<file path="src/rtl/hazard_forward_unit.sv">
// Data-hazard unit: per-operand EX forwarding selects plus
// load-use stall FSM and a saturating stall-cycle counter.
module hazard_forward_unit #(
  parameter int REG_ADDR_W        = 5,
  parameter int NUM_SRC           = 2,
  parameter int LOAD_STALL_CYCLES = 1,
  parameter int CNT_W             = 32
) (
  input  logic                          clk,
  input  logic                          arst,
  input  logic [NUM_SRC*REG_ADDR_W-1:0] rs_id,
  input  logic [NUM_SRC-1:0]            rs_used_id,
  input  logic [REG_ADDR_W-1:0]         rd_ex,
  input  logic                          mem_read_ex,
  input  logic [NUM_SRC*REG_ADDR_W-1:0] rs_ex,
  input  logic [REG_ADDR_W-1:0]         rd_mem,
  input  logic                          reg_write_mem,
  input  logic [REG_ADDR_W-1:0]         rd_wb,
  input  logic                          reg_write_wb,
  input  logic                          hold,
  output logic [2*NUM_SRC-1:0]          fwd_sel,
  output logic                          stall,
  output logic                          flush_ex,
  output logic [CNT_W-1:0]              stall_count
);

  typedef enum logic {
    IDLE,
    STALL
  } state_e;

  localparam logic [REG_ADDR_W-1:0] X0 = '0;
  localparam logic [2:0] REM_INIT = 3'(LOAD_STALL_CYCLES - 1);

  state_e          state_q;
  logic [2:0]      rem_q;
  logic [CNT_W-1:0] cnt_q;
  logic            haz;
  logic            mem_ok;
  logic            wb_ok;

  assign mem_ok = reg_write_mem && (rd_mem != X0);
  assign wb_ok  = reg_write_wb && (rd_wb != X0);

  always_comb begin
    fwd_sel = '0;
    for (int i = 0; i < NUM_SRC; i++) begin
      if (mem_ok && rd_mem == rs_ex[i*REG_ADDR_W +: REG_ADDR_W])
        fwd_sel[2*i +: 2] = 2'b01;
      else if (wb_ok && rd_wb == rs_ex[i*REG_ADDR_W +: REG_ADDR_W])
        fwd_sel[2*i +: 2] = 2'b10;
    end
  end

  always_comb begin
    haz = 1'b0;
    for (int i = 0; i < NUM_SRC; i++) begin
      if (rs_used_id[i] && rs_id[i*REG_ADDR_W +: REG_ADDR_W] == rd_ex)
        haz = 1'b1;
    end
    haz = haz && mem_read_ex && (rd_ex != X0);
  end

  // Reset masks stall even though state is already cleared, so
  // the output is clean for the whole time arst is held.
  assign stall    = !arst && ((state_q == STALL) || haz);
  assign flush_ex = stall && !hold;

  always_ff @(posedge clk or posedge arst) begin
    if (arst) begin
      state_q <= IDLE;
      rem_q   <= 3'd0;
    end else begin
      unique case (state_q)
        IDLE: begin
          if (haz && !hold && LOAD_STALL_CYCLES > 1) begin
            state_q <= STALL;
            rem_q   <= REM_INIT;
          end
        end
        STALL: begin
          if (!hold) begin
            if (rem_q == 3'd1) begin
              state_q <= IDLE;
              rem_q   <= 3'd0;
            end else begin
              rem_q <= rem_q - 3'd1;
            end
          end
        end
        default: begin
          state_q <= IDLE;
          rem_q   <= 3'd0;
        end
      endcase
    end
  end

  always_ff @(posedge clk or posedge arst) begin
    if (arst)
      cnt_q <= '0;
    else if (stall && cnt_q != '1)
      cnt_q <= cnt_q + CNT_W'(1);
  end

  assign stall_count = cnt_q;

endmodule

</file>
<file path="config.mk">
export PLATFORM = sky130hd
export DESIGN_NAME = hazard_forward_unit
export DESIGN_NICKNAME = d
export VERILOG_FILES = /design/src/rtl/hazard_forward_unit.sv
export SDC_FILE = /design/constraint.sdc
export NUM_CORES = 1
export LEC_CHECK = 0
export ABC_AREA = 1
export BUFFER_PORTS_ARGS = -buffer_cell sky130_fd_sc_hd__buf_2
export CAP_MARGIN = 30
export CORE_MARGIN = 2
export CORE_UTILIZATION = 40
export CTS_CLUSTER_DIAMETER = 150
export CTS_CLUSTER_SIZE = 12
export DETAILED_ROUTE_END_ITERATION = 16
export PLACE_DENSITY = 0.62
export SLEW_MARGIN = 30
export SYNTH_ARGS = -nofsm -noshare
export SYNTH_HDL_FRONTEND = slang
export SYNTH_SLANG_ARGS = --single-unit
</file>
<file path="constraint.sdc">
create_clock -name clk -period 5.32 [get_ports clk]
set_input_delay 0.266 -clock clk [delete_from_list [all_inputs] [get_ports clk]]
set_output_delay 0.266 -clock clk [all_outputs]
set_load 0.005 [all_outputs]
</file>
==> reports/qor.txt <==
Outcome -> finished clean
Sequential area share after synthesis -> 0.307
Final core utilization -> 0.484
Final Hold Viols -> 0
Die area -> 8030 um^2
I/O pin count -> 81
Mapped Cells -> 463
Mapped Nets -> 509
Finished Layout Cells -> 638
HPWL Detailed -> 5830 um
Clk pin slew, worst setup/hold paths -> 70 ps
Syn avg cell area -> 6.33 um^2
DRT Wirelength -> 7660 um
CTS tree -> done
Leak -> 1.89 nW
H-tree depth -> 2
P per Cell Area -> 162 nW/um^2
Postcts setup bufs -> 0
Port Buffers -> 80
Hold Buf Count CTS -> 0
Die height -> 89.6 um
Clk_lat worst skew -> 290 ps
Worst Max-Slew Pin Slew -> 857 ps
Setup slack, reg-to-reg -> 2400 ps
Yosys warnings -> 0
Core box area -> 7180 um^2
Nets@finish -> 585
Synthesized flop and latch total -> 36
Psw -> 0.156 mW
Beginning of the critical path -> stall_count[0]$_DFFE_PP0P_
Final Max Slew Viols -> 0
Routed len/inst -> 12.0 um
Reg power frac -> 0.513
Vias per cell -> 4.79
First-pass GRT wire length -> 12,700 um
# setup viols final -> 0
P_int -> 0.405 mW
Initial cell density of the core -> 0.409
Initial antenna violation count -> 0
Area growth syn-to-layout -> 18.3%
Commonest non-fill, non-tap cell in the layout -> nand2_1
Yosys cell types -> 26
Via total after detailed routing -> 3,058
Data arrival, critical path -> 3140 ps
DR pass1 iterations -> 4
# DRC -> 0
Gr ovfl total -> 0
Setup TNS -> 0 ps
Number of global-route vias before repair -> 2,764
Sw frac -> 0.278
CP Max Fanout -> 33
Worst IR Drop VDD -> 0.0000804 V
Maximum clock rate -> 343 MHz
Total GRT Usage -> 0.202
Diodes inserted -> 0
Class of the worst hold path -> in2async
Clock skew -> 5.37 ps
Combinational share of power -> 0.157
CTS sink count -> 36
Post-synthesis cell area -> 2930 um^2
Gpl congestion -> 0.899
Fin crit period -> 2920 ps
RR Endpoint -> stall_count[13]$_DFFE_PP0P_
Tcrit/Tclk final -> 0.548
Post-CTS resize count -> 0
Placed Cells incl. Taps -> 631
Initial DRC Count -> 175
Layout cells sized above 1 -> 0.176
FP Rows -> 31
WP data required -> 5550 ps
Clk pwr share -> 0.330
Clock tree buffer depth -> 2
CTS buffer count -> 5
DRT antenna net count -> 0
Clk root buf -> clkbuf_8
Startpoint Class -> flop
Slew headroom -> 0.427
RSZ-0062 raised after global routing -> no
Critical Path End Type -> flop
Largest net degree at the start of global routing -> 71
Chip width -> 89.6 um
R2R depth -> 9
FF-to-FF Start -> stall_count[0]$_DFFE_PP0P_
Max Cap Violations -> 0
Crit path kind -> reg2reg
Commonest non-fill, non-tap cells in the layout -> 201 x nand2_1, 80 x buf_2, 69 x nor2_1
==> registers in the layout, summed over array words and instances (netlist names) <==
signal	count
stall_count	32
state_q	1
rem_q	3
==> through the flow <==
stage | instance area, um^2 | total power, mW | hold WS (ps) | setup slack (ps)
final | 3470 | 0.562 | 185 | 2400
after global routing | 3470 | 0.593 | 233 | 2080
after CTS | 3470 | 0.571 | 202 | 2400
after detailed placement | 3390 | 0.382 | 481 | 2410
after global placement | 3390 | 0.381 | 471 | 2480
after floorplan | 2930 | 0.343 | 402 | 3320
==> area by class of cell <==
class / count / area, um^2
fill: 789 / 3700
sequential: 36 / 901
clock buffer: 6 / 72.6
clock inverter: 1 / 5.00
tap: 99 / 124
inverter: 33 / 124
multi-input combinational: 382 / 1840
timing repair buffer: 81 / 408
==> power by group through the flow <==
| stage | Clock (mW) | Sequential (mW) | Combinational, mW |
|---|---|---|---|
| floorplan | 0 | 0.292 | 0.0503 |
| global placement | 0 | 0.293 | 0.0882 |
| detailed placement | 0 | 0.293 | 0.0893 |
| CTS | 0.194 | 0.288 | 0.0896 |
| global route | 0.203 | 0.289 | 0.101 |
| finish | 0.185 | 0.288 | 0.0882 |
==> synthesized netlist by cell type <==
cell / n / area share
ha_1: 3 / 0.013
nand2_1: 201 / 0.26
o21ai_0: 4 / 0.0068
xor2_1: 22 / 0.066
nor4_1: 3 / 0.0064
buf_6: 3 / 0.012
nand3_1: 8 / 0.014
nand4_1: 33 / 0.070
nor2_1: 69 / 0.088
inv_1: 31 / 0.040
inv_2: 1 / 0.0013
nor3_1: 2 / 0.0034
nand3b_1: 15 / 0.038
clkinv_1: 1 / 0.0013
clkbuf_1: 6 / 0.0077
nor2_4: 1 / 0.0038
xnor2_1: 13 / 0.039
buf_2: 3 / 0.0051
nand4_2: 1 / 0.0043
nand3_2: 1 / 0.0034
nand2_2: 1 / 0.0021
o41ai_1: 1 / 0.0030
a21oi_1: 2 / 0.0034
dfrtp_1: 36 / 0.31
or2_2: 1 / 0.0021
nor2_2: 1 / 0.0021
==> metal layers <==
layer  part of all wire  up-vias  GRT usage
li1                   -     1623          -
met1               0.50     1366      0.277
met2               0.45       61      0.324
met3              0.038        8     0.0384
met4              0.013        0     0.0583
met5                  0        -          0
==> logic make-up (layout without fill, tap and decap cells) <==
| logic type | after synthesis | count (layout) | share of synthesized area |
|---|---|---|---|
| adder cells (fa/ha/maj) | 3 | 3 | 0.0128 |
| buffers and inverters | 45 | 121 | 0.0665 |
| flip-flops | 36 | 36 | 0.307 |
| XOR/XNOR | 35 | 35 | 0.105 |
| AO/OA/AOI/OAI | 7 | 7 | 0.0132 |
| AND/OR/NAND/NOR | 337 | 337 | 0.496 |
==> worst max path at each step <==
| stage | end | slack, ps | cells past startpoint |
|---|---|---|---|
| final | stall_count[13]$_DFFE_PP0P_ | 2400 | 9 |
| after CTS | stall_count[5]$_DFFE_PP0P_ | 2400 | 9 |
| after global placement | stall_count[15]$_DFFE_PP0P_ | 2480 | 9 |
| after floorplan | stall_count[2]$_DFFE_PP0P_ | 3320 | 4 |
| after detailed placement | stall_count[5]$_DFFE_PP0P_ | 2410 | 9 |
| after global routing | stall_count[22]$_DFFE_PP0P_ | 2080 | 9 |
==> critical path: stages (launching register included) <==
cell and delay (ps):
dfrtp_1 440, ha_1 290, inv_2 80, nor2_4 170, nand3_1 100, nor2_1 130
nand4_2 650, nand3_2 780, nand2_1 110, nand2_1 80
(Power assumes the default switching activity.)
